**config.mk**
```make
export PLATFORM = sky130hd
export DESIGN_NAME = tfl_sensor_req
export DESIGN_NICKNAME = d
export VERILOG_FILES = /design/src/rtl/tfl_sensor_req.sv
export SDC_FILE = /design/constraint.sdc
export NUM_CORES = 1
export LEC_CHECK = 0
export CORE_MARGIN = 1
export CORE_UTILIZATION = 45
export DETAILED_ROUTE_END_ITERATION = 12
export GPL_ROUTABILITY_DRIVEN = 0
export PLACE_DENSITY_LB_ADDON = 0.3
export SLEW_MARGIN = 20
export SYNTH_ARGS = -nofsm -noshare
export SYNTH_HDL_FRONTEND = slang
export SYNTH_SLANG_ARGS = --single-unit
```
**constraint.sdc**
```tcl
create_clock -name clk -period 2.1 [get_ports clk]
set_input_delay 0.42 -clock clk [delete_from_list [all_inputs] [get_ports clk]]
set_output_delay 0.42 -clock clk [all_outputs]
set_load 0.05 [all_outputs]
```
**src/rtl/tfl_sensor_req.sv**
```systemverilog
// Traffic-light loop-detector front end: sync, debounce, waiting-vehicle counts.
// Ports: clk, reset (async, active-high), det_a/det_b raw detectors,
//   light_a/light_b lamp vectors {red,yellow,green}, sa/sb lane-busy flags,
//   cnt_a/cnt_b waiting counts, err sticky lamp-conflict flag.
// Build option: define TFL_SENSOR_ERR_EN to include the lamp checker driving err.

module tfl_sensor_lane #(
  parameter int DEBOUNCE = 4,
  parameter int CNT_W    = 4
) (
  input  logic             clk,
  input  logic             reset,
  input  logic             det,
  input  logic             green,
  output logic [CNT_W-1:0] cnt,
  output logic             busy
);

  localparam logic [8:0] DB = 9'(DEBOUNCE);

  logic             sync1;
  logic             s;
  logic             filt;
  logic             filt_d;
  logic [7:0]       dcnt;
  logic [CNT_W-1:0] cnt_nx;
  logic             rise;
  logic             fall;

  // filt_d trails filt by one cycle so a filt change is seen as an edge
  // exactly once, on the cycle after it happens.
  assign rise = filt & ~filt_d;
  assign fall = ~filt & filt_d;

  always_comb begin
    cnt_nx = cnt;
    if (rise && !green && cnt != '1)
      cnt_nx = cnt + 1'b1;
    else if (fall && green && cnt != '0)
      cnt_nx = cnt - 1'b1;
  end

  always_ff @(posedge clk or posedge reset) begin
    if (reset) begin
      sync1  <= 1'b0;
      s      <= 1'b0;
      filt   <= 1'b0;
      filt_d <= 1'b0;
      dcnt   <= '0;
      cnt    <= '0;
      busy   <= 1'b0;
    end else begin
      sync1  <= det;
      s      <= sync1;
      filt_d <= filt;
      if (s == filt) begin
        dcnt <= '0;
      end else if ({1'b0, dcnt} + 9'd1 == DB) begin
        filt <= s;
        dcnt <= '0;
      end else begin
        dcnt <= dcnt + 8'd1;
      end
      cnt  <= cnt_nx;
      busy <= (cnt_nx != '0);
    end
  end

endmodule

module tfl_sensor_req #(
  parameter int DEBOUNCE = 4,
  parameter int CNT_W    = 4
) (
  input  logic             clk,
  input  logic             reset,
  input  logic             det_a,
  input  logic             det_b,
  input  logic [2:0]       light_a,
  input  logic [2:0]       light_b,
  output logic             sa,
  output logic             sb,
  output logic [CNT_W-1:0] cnt_a,
  output logic [CNT_W-1:0] cnt_b,
  output logic             err
);

  tfl_sensor_lane #(
    .DEBOUNCE(DEBOUNCE),
    .CNT_W   (CNT_W)
  ) u_lane_a (
    .clk  (clk),
    .reset(reset),
    .det  (det_a),
    .green(light_a[0]),
    .cnt  (cnt_a),
    .busy (sa)
  );

  tfl_sensor_lane #(
    .DEBOUNCE(DEBOUNCE),
    .CNT_W   (CNT_W)
  ) u_lane_b (
    .clk  (clk),
    .reset(reset),
    .det  (det_b),
    .green(light_b[0]),
    .cnt  (cnt_b),
    .busy (sb)
  );

`ifdef TFL_SENSOR_ERR_EN
  logic lamp_bad;

  // Both lamp vectors must be one-hot and at least one road must show red.
  always_comb begin
    lamp_bad = !$onehot(light_a) || !$onehot(light_b)
            || !(light_a[2] || light_b[2]);
  end

  always_ff @(posedge clk or posedge reset) begin
    if (reset)
      err <= 1'b0;
    else if (lamp_bad)
      err <= 1'b1;
  end
`else
  logic unused_lamp;

  assign err         = 1'b0;
  assign unused_lamp = ^{light_a[2:1], light_b[2:1]};
`endif

endmodule

```
# Word level (Yosys, flattened, before mapping)
# Index checks and enable logic that the tools add are counted.
# word_totals
register_bits	34
output_inout_bits	11
# op_classes
n_addsub	8
n_eq_ne	6
muxes	8
n_bitwise	10
reduce_logical	16
# ops
operator	n
$mux 8	4
$add 8x1->9 const B	2
$eq 9x3->1 const B	2
$add 8x1->8 const B	2
$mux 4	4
$reduce_bool 4->1	4
$add 4x1->4 const B	2
$logic_and 1x1->1	8
$ne 4x4->1 const B	2
$sub 4x1->4 const B	2
$not 1->1	6
$and 1x1->1	4
$reduce_and 2->1	2
$eq 1x1->1	2
$logic_not 1->1	2

# Longest topological paths before layout
# Gate-level depths: netlist of the first run.
# logic_depth
depth_word	7
mapped_depth	7
ltp_nobuf	7

# By module
# From an unflattened synthesis of the first run, not the netlist that was laid out.
# unflattened
cells_unflattened	154
hier_area_um2	1657.8
# modules_own_cells
mod	instances	cells_each	area_each_um2	seq_area_each_um2
tfl_sensor_lane (u_lane_b)	1	78	834.6	425.4
tfl_sensor_lane (u_lane_a)	1	74	812.0	425.4
tfl_sensor_req	1	2	11.3	0.0

# Worst setup path after synthesis of the first run
# Ideal clock, no wire load.
# synth_path
path_kind	register to register
from	reg u_lane_a.cnt[0]
to	reg u_lane_a.busy
setup_time_ns	0.139
arrival_time_ns	1.990
t_required_ns	1.961
path_slack_ns	-0.029
stages_incl_launch_ff	8
cell_sequence	dfrtp_1 -> inv_1 -> ha_1 -> inv_1 -> o311ai_4 -> o21ai_1 -> xor2_1 -> or4_1
# synth_via
elab_chain_len	5
word_cells_on_any_way	9
# synth_lines
item	line_no	text
start, declared	15	output logic [CNT_W-1:0] cnt,
start signal, assigned	64	cnt <= cnt_nx;
parallel branches: the longest is 3 deep, another holds $sub 4x1->4	-	
$mux 4 (*)	37	if (rise && !green && cnt != '1)
named net u_lane_a.cnt_nx[2]	26	logic [CNT_W-1:0] cnt_nx;
$reduce_bool 4->1 (*)	65	busy <= (cnt_nx != '0);
end signal, assigned	65	
end, declared	16	output logic busy
# Mark *: on every way through the listed nets, which the timed path passes.
# A chain may end at the register's enable or synchronous reset.

# Worst setup path in the final report of the first run
# layout_path
from	reg u_lane_a.cnt[3]
to	out cnt_a[3]
# layout_lines
item	line_no	text
end, declared	83	output logic [CNT_W-1:0] cnt_a,
# No word-level cell between the ends.

==> metrics.md, run 1 <==
| Metric | Value |
|---|---|
| # IOs | 21 |
| Tot Pwr | 2.46 mW |
| Detailed Route WL | 2840 um |
| Hold_sp | u_lane_b.sync1 |
| CTS tree | done |
| Total track usage | 0.166 |
| P_leak | 0.890 nW |
| Die area | 3900 um2 |
| VDD IR max | 809 uV |
| Vias in the first global route | 1150 |
| R2R cell count | 7 |
| TritonCTS buffer count | 5 |
| Syn. warnings | 0 |
| Post-route ant nets | 0 |
| Diodes inserted | 0 |
| Final Hold Viols | 0 |
| Fillcell total | 315 |
| Status | finished clean |
| Initial antenna violation count | 0 |
| DP Area | 1880 um2 |
| H-tree Lvls | 2 |
| Peak Freq | 0.490 GHz |
| Post-Syn Area | 1640 um2 |
| Total clock sinks | 34 |
| RSZ-0062 raised after global routing | no |
| Total grt overflow | 0 |
| R2r endpoint | u_lane_a.busy |
| Worst path slowest cell | clkdlybuf4s50_1 |
| Tmin final | 2.04 ns |
| Clk buf depth | 2 |
| Flop-to-flop setup slack | 0.10 ns |
| Syn-to-layout area delta | 18.7% |
| Setup TNS | 0 ns |
| Slew headroom | 0.664 |
| Sequential element share of the synthesized area | 0.518 |
| Final worst slack | 0.0599 ns |
| Worst-Margin Slew | 0.503 ns |
| Post-DP HPWL | 2020 um |
| Crit-path cells | clkdlybuf4s50_1 |
| Worst-path clk slew | 0.09 ns |
| Via Count | 1169 |
| Worst Skew | 0.00953 ns |
| WS Path Type | reg2out |
| Clock tree root buffer cell | clkbuf_4 |
| Gate Count Post-Synth | 151 |
| DIE HEIGHT | 62.4 um |
| Worst-skew pair later-pin latency | 0.33 ns |
| Fin. max-slew vios | 0 |
| Post-route cell area | 1950 um2 |
| Initial Util | 0.481 |
| First drt pass iteration count | 4 |
| Reg2Reg Launch Point | u_lane_a.cnt[0] |
| Hold Path Sink | u_lane_b.s |
| Largest net degree at the start of global routing | 35 |
| Setup crit end kind | output port |
| Max-cap violations | 0 |
| First-pass GRT wire length | 4970 um |
| Syn nets | 169 |
| Mapped Avg Cell Area | 10.9 um2 |
| CP top delay family | buffers and inverters |
| Largest stage delay, worst path | 0.84 ns |
| Std-Cell Rows | 21 |
| Drt drc | 0 |
| Dpl cells | 215 |
| PwrDens | 1260 nW/um2 |
| WL/cell | 12.6 um |
| Initial drt markers | 45 |
| Die width | 62.4 um |
| Port Buffers | 15 |
| Worst hold path depth | 0 |
| Layout cells sized above 1 | 0.151 |
| Startpoint Class | flip-flop |
| CP max FO | 4 |
| Crit path buf inv count | 1 |
| Pre-CTS WS | -0.157 ns |
| Drt via density | 5.20 |
| Distinct cells, synth | 29 |
| Final Cycle Share | 0.971 |
| Hold WC Path Type | reg2reg |
| Fin nets | 196 |
| Worst Path Required | 1.68 ns |
| Final count of negative-setup-slack endpoints | 0 |
| Core footprint | 3420 um2 |
| Synthesis-stage register bit count | 34 |
| Post-Layout Cell Count | 225 |
| Crit path DAT | 1.62 ns |
## repair_timing
action                     in CTS  in global routing
pin swaps                       0                  1
resized for setup               1                  7
hold buffers                    0                  0
gates cloned                    0                  0
buffers inserted                0                  2
setup endpoints to repair       1                  6
## Yosys cell counts
library cell | number | area share
a31oi_1 | 1 | 0.0038
a41o_1 | 2 | 0.012
and2b_2 | 1 | 0.0053
and3_1 | 1 | 0.0038
and3b_1 | 1 | 0.0053
and4bb_2 | 2 | 0.015
buf_4 | 1 | 0.0046
conb_1 | 1 | 0.0023
dfrtp_1 | 34 | 0.52
ha_1 | 8 | 0.061
inv_1 | 10 | 0.023
mux2_2 | 2 | 0.014
nand2_1 | 8 | 0.018
nand2_2 | 1 | 0.0038
nand2b_1 | 1 | 0.0038
nand3_1 | 14 | 0.043
nand4_1 | 6 | 0.023
nor2_1 | 23 | 0.053
nor3b_2 | 1 | 0.0076
nor3b_4 | 1 | 0.011
o211ai_1 | 3 | 0.014
o211ai_2 | 1 | 0.0076
o21ai_0 | 2 | 0.0061
o21ai_1 | 1 | 0.0030
o22ai_1 | 2 | 0.0076
o311ai_4 | 1 | 0.016
or4_1 | 3 | 0.014
xnor2_1 | 12 | 0.064
xor2_1 | 7 | 0.037
## metal layers
layer	global-route usage	vias up	wire [um]	part of all wire
li1	-	575	-	-
met1	0.201	560	1320	0.47
met2	0.269	27	1340	0.47
met3	0.0602	7	129	0.045
met4	0.0669	0	48	0.017
met5	0	-	0	0
## cells by family after synthesis
| logic type | Yosys count | share of synthesized area |
|---|---|---|
| multiplexers | 2 | 0.0137 |
| buffers and inverters | 11 | 0.0274 |
| AO/OA/AOI/OAI | 13 | 0.0701 |
| XOR/XNOR | 19 | 0.101 |
| AND/OR/NAND/NOR | 63 | 0.206 |
| other | 1 | 0.00228 |
| adder cells (fa/ha/maj) | 8 | 0.0609 |
| flip-flops | 34 | 0.518 |
## power by group
part | leakage, nW | total, mW | internal [mW] | switching (mW)
logic | 0.429 | 1.11 | 0.425 | 0.688
registers | 0.434 | 1.02 | 0.821 | 0.204
clock network | 0.0265 | 0.328 | 0.133 | 0.194
total | 0.890 | 2.46 | 1.38 | 1.09
## layout make-up
class / count / area (um2) / area share
well taps: 46 / 57.6 / 0.0295
flip-flops and latches: 34 / 855 / 0.438
repair buffers: 21 / 201 / 0.103
clock buffers: 8 / 48.8 / 0.0250
multi-input cells: 106 / 751 / 0.385
inverters: 10 / 37.5 / 0.0192
## how the worst max path moves through the flow
stage                          from            end  slack (ns)  depth (start not counted)
floorplan           u_lane_a.cnt[1]  u_lane_a.busy        0.02                          7
finish              u_lane_a.cnt[3]       cnt_a[3]        0.06                          1
global route        u_lane_a.cnt[3]       cnt_a[3]       0.002                          1
CTS                 u_lane_a.cnt[3]       cnt_a[3]        0.04                          1
global placement         light_a[0]  u_lane_a.busy       -0.09                          6
detailed placement       light_a[0]  u_lane_a.busy       -0.16                          6
## stage by stage
| stage | utilization | hold slack (ns) |
|---|---|---|
| after CTS | 0.563 | 0.358 |
| after global routing | 0.571 | 0.370 |
| after global placement | 0.549 | 0.334 |
| after floorplan | - | 0.331 |
| final | 0.571 | 0.355 |
| after detailed placement | 0.549 | 0.336 |
## placed cells by master (no fill, tap or decap)
cell | synthesis | layout
ha_1 | 8 | 8
o21ai_0 | 2 | 1
or4_1 | 3 | 3
o211ai_2 | 1 | 1
nor2_1 | 23 | 23
and3_1 | 1 | 1
dlymetal6s2s_1 | 0 | 3
nor3b_4 | 1 | 1
nand2_2 | 1 | 1
mux2_2 | 2 | 2
xnor2_1 | 12 | 12
inv_1 | 10 | 8
dfrtp_2 | 0 | 3
dlygate4sd2_1 | 0 | 1
and2b_2 | 1 | 1
nor3b_2 | 1 | 1
nand2b_1 | 1 | 1
inv_2 | 0 | 2
dfrtp_1 | 34 | 31
conb_1 | 1 | 1
a31oi_1 | 1 | 1
o21ai_1 | 1 | 1
o21ai_2 | 0 | 1
xor2_1 | 7 | 7
a41o_1 | 2 | 2
clkbuf_1 | 0 | 3
and3b_1 | 1 | 1
clkdlybuf4s50_1 | 0 | 11
nand3_1 | 14 | 14
clkbuf_4 | 0 | 5
nand2_1 | 8 | 8
o211ai_1 | 3 | 3
o311ai_4 | 1 | 1
buf_4 | 1 | 6
and4bb_2 | 2 | 2
o22ai_1 | 2 | 2
nand4_1 | 6 | 6
## state kept, by name, summed over array words and instances, names as in the netlist
register / cells
u_lane_b.sync1: 1
u_lane_b.filt_d: 1
u_lane_b.dcnt: 8
u_lane_b.filt: 1
u_lane_a.busy: 1
u_lane_a.filt_d: 1
u_lane_b.busy: 1
u_lane_b.s: 1
u_lane_a.filt: 1
u_lane_a.sync1: 1
u_lane_b.cnt: 4
u_lane_a.cnt: 4
u_lane_a.s: 1
u_lane_a.dcnt: 8
Note: power is estimated with default switching activity, not from simulation.
==> run 2: changes to the inputs <==
Settings changed: ABC_CLOCK_PERIOD_IN_PS set to 2100, CORE_MARGIN 1 to unset.
==> results of run 2 <==
No change in the layout: final DEF, timing and power equal those of run 1.
==> run 3: changes to the inputs <==
Settings changed: CELL_PAD_IN_SITES_DETAIL_PLACEMENT set to 0, CELL_PAD_IN_SITES_GLOBAL_PLACEMENT set to 2, CORE_UTILIZATION 45 to 35.
==> metrics.md, run 3 (synthesis gave the netlist of run 1 again) <==
| Metric | Value |
|---|---|
| Status | complete, but fails checks |
| Initial antenna violation count | 0 (unchanged) |
| H-tree Lvls | 2 (unchanged) |
| CP max FO | 6 (+2) |
| Initial drt markers | 25 (-44%) |
| First-pass GRT wire length | 4820 um (-3.0%) |
| Failing checks | DRC |
| TritonCTS buffer count | 5 (unchanged) |
| WS Path Type | reg2out |
| Most frequent cells in the layout | 31 x dfrtp_1, 23 x nor2_1, 15 x clkdlybuf4s50_1, 14 x nand3_1, 12 x xnor2_1 |
| Diodes inserted | 0 (unchanged) |
| Post-route ant nets | 0 (unchanged) |
| CTS tree | done |
| Worst-Margin Slew | 0.502 ns (-0.00122 ns) |
| Hold WC Path Type | reg2reg |
| Vias in the first global route | 1083 (-5.8%) |
| Total track usage | 0.127 (-0.0392) |
| Setup crit end kind | output port |
| Via Count | 1148 (-1.8%) |
| Largest regs | u_lane_a.dcnt x8, u_lane_b.dcnt x8 |
| Peak Freq | 0.490 GHz (about the same) |
| Final Cycle Share | 0.971 (about the same) |
| Worst-path clk slew | 0.07 ns (-0.02 ns) |
| Worst Path Required | 1.68 ns (about the same) |
| RSZ-0062 raised after global routing | no |
| Initial Util | 0.370 (-0.111) |
| Worst-skew pair later-pin latency | 0.28 ns (-0.05 ns) |
| Tot Pwr | 2.70 mW (+9.7%) |
| Worst Skew | 0.00439 ns (-0.00514 ns) |
| Fillcell total | 427 (+36%) |
| CP top delay family | buffers and inverters |
| VDD IR max | 763 uV (-5.7%) |
| WL/cell | 12.1 um (-4.0%) |
| Crit-path cells | clkdlybuf4s50_1 |
| Post-CTS Hold Buffers | 0 (unchanged) |
| Clock tree root buffer cell | clkbuf_8 |
| DP Area | 1900 um2 (+1.2%) |
| Total clock sinks | 34 (unchanged) |
| Detailed Route WL | 2810 um (-1.0%) |
| Drt via density | 4.95 (-4.8%) |
| Layout cells sized above 1 | 0.161 (+0.0103) |
| PwrDens | 1340 nW/um2 (+5.9%) |
| Fin. max-slew vios | 0 (unchanged) |
| Tmin final | 2.04 ns (-0.00124 ns) |
| Clk buf depth | 2 (unchanged) |
| Final count of negative-setup-slack endpoints | 0 (unchanged) |
| Die width | 70.5 um (+13%) |
| Startpoint Class | flip-flop |
| Die area | 4970 um2 (+28%) |
| Final Hold Viols | 0 (unchanged) |
| Commonest non-fill, non-tap cell in the layout | dfrtp_1 |
| # IOs | 21 (unchanged) |
| Port Buffers | 15 (unchanged) |
| Drt drc | 6 (+6) |
| Crit path DAT | 1.62 ns (about the same) |
| Crit path buf inv count | 1 (unchanged) |
| P_leak | 0.884 nW (-0.62%) |
| Fin nets | 197 (+0.51%) |
| Max-cap violations | 0 (unchanged) |
| Slew headroom | 0.664 (about the same) |
| Largest net degree at the start of global routing | 35 (unchanged) |
| Largest stage delay, worst path | 0.86 ns (+0.02 ns) |
| Post-DP HPWL | 2060 um (+1.8%) |
| DIE HEIGHT | 70.5 um (+13%) |
| Std-Cell Rows | 24 (+14%) |
| Fin util | 0.455 (-0.116) |
| Worst path slowest cell | clkdlybuf4s50_1 |
| Total grt overflow | 0 (unchanged) |
| Post-route cell area | 2020 um2 (+3.6%) |
| Core footprint | 4440 um2 (+30%) |
| First drt pass iteration count | 10 (+6) |
| Syn-to-layout area delta | 23.0% |
[run 3: changes by cell type in the layout (fill, tap and decap cells not counted), sizes merged]
cell and delta:
clkdlybuf4s50 +4, dlymetal6s2s -3, buf +1, dlygate4sd2 -1
[run 3: final timing paths]
path	startpoint	to	slack, ns	cells past startpoint
worst min register to register	u_lane_b.sync1	u_lane_b.s	0.35	0
worst min-delay path	u_lane_b.sync1	u_lane_b.s	0.35	0
min in group asynchronous	reset	u_lane_b.filt_d	0.52	3
worst max-delay path	u_lane_a.cnt[2]	cnt_a[2]	0.06	1
max in group asynchronous	reset	u_lane_b.cnt[0]	1.26	3
worst max register to register	u_lane_a.cnt[0]	u_lane_a.busy	0.11	7
[run 3: cell type report]
class,instances,area (um2),share of cell area
Tap cell,52,65.1,0.0322
Multi-Input combinational cell,106,751,0.372
Clock buffer,8,110,0.0545
Sequential cell,34,855,0.423
Timing Repair Buffer,22,203,0.100
Inverter,10,37.5,0.0186
[run 3: through the flow]
step	worst slack (ns)	setup TNS, ns	instances	hold WS (ns)
finish	0.0611	0	232	0.346
global route	0.000789	0	232	0.359
CTS	0.0402	0	231	0.350
detailed placement	-0.154	-0.290	223	0.335
global placement	-0.106	-0.202	223	0.337
floorplan	0.0162	0	151	0.331
[run 3: report_power, final]
group	switching [mW]	total (mW)	internal, mW
Clock	0.223	0.553	0.331
Combinational	0.691	1.13	0.443
Sequential	0.195	1.02	0.822
[run 3: timing repair]
item	4_1_cts	5_1_grt
resized for setup	1	1
pin swaps	0	1
setup buffers	0	1
endpoints found under the setup margin	1	2
[run 3: per-layer routing]
| layer | vias up | part of all wire | global-route usage |
|---|---|---|---|
| met1 | 535 | 0.48 | 0.162 |
| met5 | - | 0 | 0 |
| met2 | 28 | 0.45 | 0.196 |
| li1 | 578 | - | - |
| met3 | 7 | 0.046 | 0.0404 |
| met4 | 0 | 0.020 | 0.0612 |
